==> src/rtl/fp32_pkg.sv <==
// fp32_pkg: shared FP32 field widths, status bit indices, divider FSM states and rounding modes.
package fp32_pkg;
    localparam int EXP_W = 8;
    localparam int MAN_W = 23;
    localparam int BIAS  = 127;
    localparam int ST_NV = 4;
    localparam int ST_DZ = 3;
    localparam int ST_OF = 2;
    localparam int ST_UF = 1;
    localparam int ST_NX = 0;
    typedef enum logic [1:0] {IDLE, DIV, ROUND, DONE} state_t;
    typedef enum logic [2:0] {RNE, RTZ, RDN, RUP, RMM} rnd_t;
endpackage

==> src/rtl/fp32_round_pack.sv <==
// fp32_round_pack: rounds a 24-bit mantissa with guard/sticky and packs an FP32 word plus {NV,DZ,OF,UF,NX}.
module fp32_round_pack
    import fp32_pkg::*;
(
    input  logic              i_sign,
    input  logic signed [9:0] i_exp,
    input  logic [23:0]       i_mant,
    input  logic              i_guard,
    input  logic              i_sticky,
    input  logic [2:0]        i_rnd_mode,
    output logic [31:0]       o_out,
    output logic [4:0]        o_status
);
    logic              w_any;
    logic              w_inc;
    logic              w_max;
    logic [24:0]       w_sum;
    logic [23:0]       w_mant_r;
    logic signed [9:0] w_exp_r;

    // Unlisted codes (5-7) fall through to round-to-nearest-even.
    assign w_any = i_guard | i_sticky;
    assign w_inc = (i_rnd_mode == RTZ) ? 1'b0 :
                   (i_rnd_mode == RDN) ? (i_sign & w_any) :
                   (i_rnd_mode == RUP) ? (~i_sign & w_any) :
                   (i_rnd_mode == RMM) ? i_guard :
                   (i_guard & (i_sticky | i_mant[0]));
    assign w_max = (i_rnd_mode == RTZ) | ((i_rnd_mode == RDN) & ~i_sign) | ((i_rnd_mode == RUP) & i_sign);
    assign w_sum    = {1'b0, i_mant} + {24'd0, w_inc};
    assign w_mant_r = w_sum[24] ? w_sum[24:1] : w_sum[23:0];
    assign w_exp_r  = w_sum[24] ? i_exp + 10'sd1 : i_exp;

    assign o_out = (i_exp <= 10'sd0)     ? {i_sign, 31'd0} :
                   (w_exp_r >= 10'sd255) ? (w_max ? {i_sign, 31'h7F7FFFFF} : {i_sign, 8'hFF, 23'd0}) :
                   {i_sign, w_exp_r[7:0], w_mant_r[22:0]};
    assign o_status = (i_exp <= 10'sd0)     ? ((5'd1 << ST_UF) | (5'd1 << ST_NX)) :
                      (w_exp_r >= 10'sd255) ? ((5'd1 << ST_OF) | (5'd1 << ST_NX)) :
                      {4'd0, w_any};
endmodule

==> src/rtl/fp_div_fp32_iter.sv <==
// fp_div_fp32_iter: iterative FP32 divider (restoring radix-2, FTZ/DAZ) with valid/ready on both sides.
// Optional macro FP_DIV_RND_MODE_EN adds a rnd_mode input sampled at accept; otherwise RNE only.
module fp_div_fp32_iter
    import fp32_pkg::*;
#(
    parameter logic [31:0] CANON_NAN      = 32'h7FC00000,
    parameter int          BITS_PER_CYCLE = 1
) (
    input  logic        clk,
    input  logic        rst,
    input  logic        in_valid,
    output logic        in_ready,
    input  logic [31:0] inA,
    input  logic [31:0] inB,
    output logic        out_valid,
    input  logic        out_ready,
    output logic [31:0] out,
    output logic [4:0]  status
`ifdef FP_DIV_RND_MODE_EN
    ,
    input  logic [2:0]  rnd_mode
`endif
);
    localparam int ITERS = 26 / BITS_PER_CYCLE;

    state_t            r_state;
    logic [4:0]        r_cnt;
    logic [24:0]       r_rem;
    logic [25:0]       r_q;
    logic [23:0]       r_mb;
    logic              r_sign;
    logic signed [9:0] r_exp;
    logic [31:0]       r_out;
    logic [4:0]        r_status;
    logic [2:0]        w_rnd;
`ifdef FP_DIV_RND_MODE_EN
    logic [2:0]        r_rnd;
    assign w_rnd = r_rnd;
`else
    assign w_rnd = RNE;
`endif

    logic [7:0]  w_ea, w_eb;
    logic [22:0] w_fa, w_fb;
    logic        w_a_zero, w_b_zero, w_a_inf, w_b_inf, w_a_nan, w_b_nan;
    logic        w_nan_case, w_nv, w_special, w_sign;
    logic [31:0] w_sp_out;
    logic [4:0]  w_sp_st;
    logic signed [9:0] w_exp_d;

    assign w_ea       = inA[30:23];
    assign w_eb       = inB[30:23];
    assign w_fa       = inA[22:0];
    assign w_fb       = inB[22:0];
    assign w_sign     = inA[31] ^ inB[31];
    assign w_a_zero   = w_ea == 8'd0;
    assign w_b_zero   = w_eb == 8'd0;
    assign w_a_inf    = (w_ea == 8'hFF) & (w_fa == 23'd0);
    assign w_b_inf    = (w_eb == 8'hFF) & (w_fb == 23'd0);
    assign w_a_nan    = (w_ea == 8'hFF) & (w_fa != 23'd0);
    assign w_b_nan    = (w_eb == 8'hFF) & (w_fb != 23'd0);
    assign w_special  = w_a_zero | w_b_zero | (w_ea == 8'hFF) | (w_eb == 8'hFF);
    assign w_nan_case = w_a_nan | w_b_nan | (w_a_zero & w_b_zero) | (w_a_inf & w_b_inf);
    assign w_nv       = (w_a_nan & ~w_fa[22]) | (w_b_nan & ~w_fb[22]) | (w_a_zero & w_b_zero) | (w_a_inf & w_b_inf);
    assign w_sp_out   = w_nan_case ? CANON_NAN :
                        (w_a_inf | w_b_zero) ? {w_sign, 8'hFF, 23'd0} : {w_sign, 31'd0};
    assign w_sp_st    = w_nan_case ? (w_nv ? 5'(1 << ST_NV) : 5'd0) :
                        (w_b_zero & ~w_a_inf) ? 5'(1 << ST_DZ) : 5'd0;
    // Exponent assumes q[25]=0; the round stage adds one when the quotient lands in [2^25, 2^26).
    assign w_exp_d    = 10'(w_ea) - 10'(w_eb) + 10'sd126;

    logic [24:0] w_rem_n;
    logic [25:0] w_q_n;
    always_comb begin
        w_rem_n = r_rem;
        w_q_n   = r_q;
        for (int i = 0; i < BITS_PER_CYCLE; i++) begin
            w_q_n   = {w_q_n[24:0], w_rem_n >= {1'b0, r_mb}};
            w_rem_n = w_q_n[0] ? w_rem_n - {1'b0, r_mb} : w_rem_n;
            w_rem_n = w_rem_n << 1;
        end
    end

    logic [31:0] w_rp_out;
    logic [4:0]  w_rp_st;
    fp32_round_pack u_rp (
        .i_sign     (r_sign),
        .i_exp      (r_q[25] ? r_exp + 10'sd1 : r_exp),
        .i_mant     (r_q[25] ? r_q[25:2] : r_q[24:1]),
        .i_guard    (r_q[25] ? r_q[1] : r_q[0]),
        .i_sticky   ((r_q[25] & r_q[0]) | (r_rem != 25'd0)),
        .i_rnd_mode (w_rnd),
        .o_out      (w_rp_out),
        .o_status   (w_rp_st)
    );

    always_ff @(posedge clk) begin
        if (rst) begin
            r_state  <= IDLE;
            r_out    <= 32'd0;
            r_status <= 5'd0;
        end else begin
            case (r_state)
                IDLE: if (in_valid) begin
                    r_sign  <= w_sign;
                    r_exp   <= w_exp_d;
                    r_rem   <= {2'b01, w_fa};
                    r_mb    <= {1'b1, w_fb};
                    r_cnt   <= 5'(ITERS - 1);
`ifdef FP_DIV_RND_MODE_EN
                    r_rnd   <= rnd_mode;
`endif
                    r_state <= w_special ? DONE : DIV;
                    if (w_special) begin
                        r_out    <= w_sp_out;
                        r_status <= w_sp_st;
                    end
                end
                DIV: begin
                    r_rem <= w_rem_n;
                    r_q   <= w_q_n;
                    r_cnt <= r_cnt - 5'd1;
                    if (r_cnt == 5'd0) r_state <= ROUND;
                end
                ROUND: begin
                    r_out    <= w_rp_out;
                    r_status <= w_rp_st;
                    r_state  <= DONE;
                end
                DONE: if (out_ready) r_state <= IDLE;
            endcase
        end
    end

    assign in_ready  = r_state == IDLE;
    assign out_valid = r_state == DONE;
    assign out       = r_out;
    assign status    = r_status;
endmodule

==> config.mk <==
export PLATFORM = sky130hd
export DESIGN_NAME = fp_div_fp32_iter
export DESIGN_NICKNAME = d
export VERILOG_FILES = /design/src/rtl/fp32_pkg.sv /design/src/rtl/fp32_round_pack.sv /design/src/rtl/fp_div_fp32_iter.sv
export SDC_FILE = /design/constraint.sdc
export NUM_CORES = 1
export LEC_CHECK = 0
export ABC_AREA = 1
export BUFFER_PORTS_ARGS = -buffer_cell sky130_fd_sc_hd__buf_2
export CORE_ASPECT_RATIO = 1.1
export CORE_MARGIN = 5
export CORE_UTILIZATION = 45
export CTS_BUF_LIST = sky130_fd_sc_hd__clkbuf_16
export CTS_CLUSTER_DIAMETER = 150
export DETAILED_ROUTE_END_ITERATION = 16
export GPL_TIMING_DRIVEN = 0
export HOLD_SLACK_MARGIN = 0.03
export PLACE_DENSITY = 0.66
export SYNTH_ARGS = -nofsm -noshare
export SYNTH_HDL_FRONTEND = slang
export SYNTH_HIERARCHICAL = 1
export SYNTH_SLANG_ARGS = --single-unit
==> constraint.sdc <==
create_clock -name clk -period 4.15 [get_ports clk]
set_clock_uncertainty 0.2 [all_clocks]
set_input_delay 0.83 -clock clk [delete_from_list [all_inputs] [get_ports clk]]
set_output_delay 0.83 -clock clk [all_outputs]
set_load 0.005 [all_outputs]
==> metrics.txt <==
most frequent cells in the layout=nand2_1, inv_1, nor2_1; commonest non-fill, non-tap cell in the layout=nand2_1; Crit Path Category=flip-flop to flip-flop; ys async rst share=0%; share of cells above drive strength 1=between 15 and 20%; WL final=28,400 microns; grt met1 use=roughly 31%; worst skew pair latency=0.43 ns; antenna viol nets, final=0; largest net degree at the start of global routing=26; CTS Sinks=roughly 130; pre-CTS setup slack=-0.545 ns; total track usage=22.3%; met2 Use GR=36.6%; gr busiest metal=met2; die area=0.0253 sq mm; Initial Utilization=45.5%; CTS tree=built; number of vias per cell=5.10; first-pass GRT wire length=46,000 microns; antenna violations before repair=1; Seq pwr share=29.6%; buffers added on ports=between 100 and 150; Tcrit/Tclk final=a little over nine tenths; Final Hold Vio Count=0; worst slew pin tran=roughly 0.8 ns; switching share of power=about 43%; Worst-path clk slew=0.06 ns; syn avg cell area=6.88 sq um; Via Count=9,819; register area share after synthesis=34.9%; Max-cap violations=0; total gr overflow=0; TritonCTS buffer count=17; met3 global-route usage=2.16%; Max H-tree Level=4; Leak=5.87 nW; vias in the first global route=9,247; diodes inserted=0; Req. time, crit path=4.31 ns; area of the mapped netlist=0.00999 sq mm; worst hold margin=0.259 ns; CP Launch Type=flip-flop; synthesized netlist cell count=1,453; # setup viols final=0; Die H=between 150 and 200 microns; WL/cell=14.8 microns; Clk pwr share=22.8%; # DRC=0; Max FO, Critical Path=10; Clock Tree Buf Depth=2; maximum clock rate=256 MHz; sw power=2.75 mW; Hold Crit Class=flip-flop to flip-flop; Post-synth EDFFs=90; setup ws final=0.239 ns; VDD IR-drop max=0.254 mV; Die W=152 microns; WP data arrival=4.07 ns; P&R area growth vs syn=19.3%; First-pass DRT Iterations=6; combinational share of power=47.6%; Final Non-Filler Cells=1,927; cts hold-fix bufs=0; top_reg_cell synth=edfxtp_1; Final Util=a little over half; Yosys cell types=46; Yosys warning count=6; I/O pin count=between 100 and 150; max-slew violations=0; Worst slew margin=46.8%; RePlAce Congestion=0.893; crit end category=flip-flop; cell-internal power=3.60 mW; flops & latches, synth=around 130; hpwl dp=22,400 microns; outcome=completed; DR iter-0 viols=623; floorplan row count=57; PwrDens=about 530 mW/mm^2; Clk Tree Root Cell=clkbuf_16; placed insts=1,868; CORE AREA=around 0.022 sq mm; # nets final=1,732; fin crit period=3.91 ns
-- repair_timing --
| item | 4_1_cts | 5_1_grt |
|---|---|---|
| pin swaps | 5 | 12 |
| cloned | 0 | 1 |
| setup buffers | 13 | 14 |
| resized for setup | 12 | 23 |
| endpoints found under the setup margin | 33 | 33 |
-- power groups by stage --
stage | logic, mW | clock network, mW | registers (mW)
floorplan | 2.06 | 0 | 1.88
global placement | 2.78 | 0 | 1.92
detailed placement | 2.87 | 0 | 1.91
CTS | 2.95 | 1.46 | 1.88
global route | 3.40 | 1.52 | 1.91
finish | 3.02 | 1.44 | 1.88
-- layout make-up --
type | instances | area (sq um)
sequential | 129 | 3480
buffer | 45 | 275
inverter | 233 | 890
multi-input combinational | 1056 | 5530
tap | 295 | 369
fill | 2210 | 10000
timing repair buffer | 137 | 818
clock inverter | 13 | 80.1
clock buffer | 19 | 475
-- critical path, stage by stage (launching register included) --
cell       delay (ns)
edfxtp_1         0.42
inv_2            0.08
nand4_1          0.15
nor4_4           0.27
nand4_1          0.18
o22ai_1          0.19
o31ai_1          0.09
nand2_1          0.08
a21oi_2          0.06
ha_2             0.22
ha_4             0.18
nand2_4          0.07
nor2_4           0.05
nand2_4          0.11
nor2_4           0.08
nand3_4          0.10
clkinv_4         0.11
nand3_1          0.12
xor2_2           0.20
nand2_4          0.12
nand3_4          0.12
nand2_8          0.08
clkbuf_16        0.20
nor2_2           0.08
nand4_1          0.13
a21oi_1          0.16
-- Yosys cell counts, types with 3 or more instances --
cell type / count / area [sq um]
edfxtp_1: 90 / 2700
buf_6: 4 / 45.0
nand2_2: 10 / 62.6
nor3_1: 11 / 55.1
nand4_1: 81 / 507
nand3_1: 101 / 505
ha_1: 43 / 538
nor3_2: 3 / 30.0
or2_2: 3 / 18.8
nand3_2: 3 / 30.0
nor4_1: 6 / 37.5
nand3b_1: 3 / 22.5
nor2_2: 24 / 150
inv_2: 3 / 11.3
nor2_1: 134 / 503
a21oi_1: 95 / 475
buf_1: 3 / 11.3
clkinv_1: 5 / 18.8
clkbuf_1: 19 / 71.3
nand2_1: 432 / 1620
buf_2: 12 / 60.1
xnor2_1: 22 / 193
o21ai_0: 22 / 110
buf_4: 6 / 45.0
xor2_1: 25 / 219
nor2_4: 3 / 33.8
inv_1: 224 / 841
dfxtp_1: 39 / 781
-- routing by layer --
metal  share of wire [%]  wire length, microns
met2                  46                 13100
met1                  47                 13300
met3                 5.3                  1500
met5                   0                     0
met4                 1.7                   487
-- state kept, by name (all words and copies together) (netlist names) --
| signal | count |
|---|---|
| out | 32 |
| r_q | 26 |
| r_rem | 25 |
| r_mb | 23 |
| r_exp | 10 |
| r_cnt | 5 |
| status | 5 |
| r_state | 2 |
| r_sign | 1 |
-- kinds of logic after synthesis --
| family | after synthesis | share of synthesized area, % |
|---|---|---|
| flops | 129 | 34.9 |
| fa+ha+maj | 45 | 5.79 |
| simple gates | 820 | 36.5 |
| xor+xnor | 49 | 4.45 |
| buf+inv | 279 | 11.5 |
| other cells | 2 | 0.0752 |
| compound gates | 129 | 6.84 |
-- final timing paths --
check / from / end / slack, ns / cells after the start
worst max register to register: r_rem[11]$_DFFE_PP_ / out[15]$_SDFFE_PP0P_ / 0.24 / 25
worst max-delay path: r_rem[11]$_DFFE_PP_ / out[15]$_SDFFE_PP0P_ / 0.24 / 25
worst min register to register: out[6]$_SDFFE_PP0P_ / out[6]$_SDFFE_PP0P_ / 0.26 / 2
worst min-delay path: out[6]$_SDFFE_PP0P_ / out[6]$_SDFFE_PP0P_ / 0.26 / 2
-- through the flow --
step / power [mW] / instance area, sq um / setup TNS [ns]
2_1_floorplan: 3.93 / 10000 / 0
3_3_place_gp: 4.71 / 10900 / -65.93
3_5_place_dp: 4.78 / 11000 / -14.07
4_1_cts: 6.28 / 11700 / 0
5_1_grt: 6.83 / 11900 / -0.249
6_report: 6.34 / 11900 / 0
Note: power is estimated with default switching activity, not from simulation.
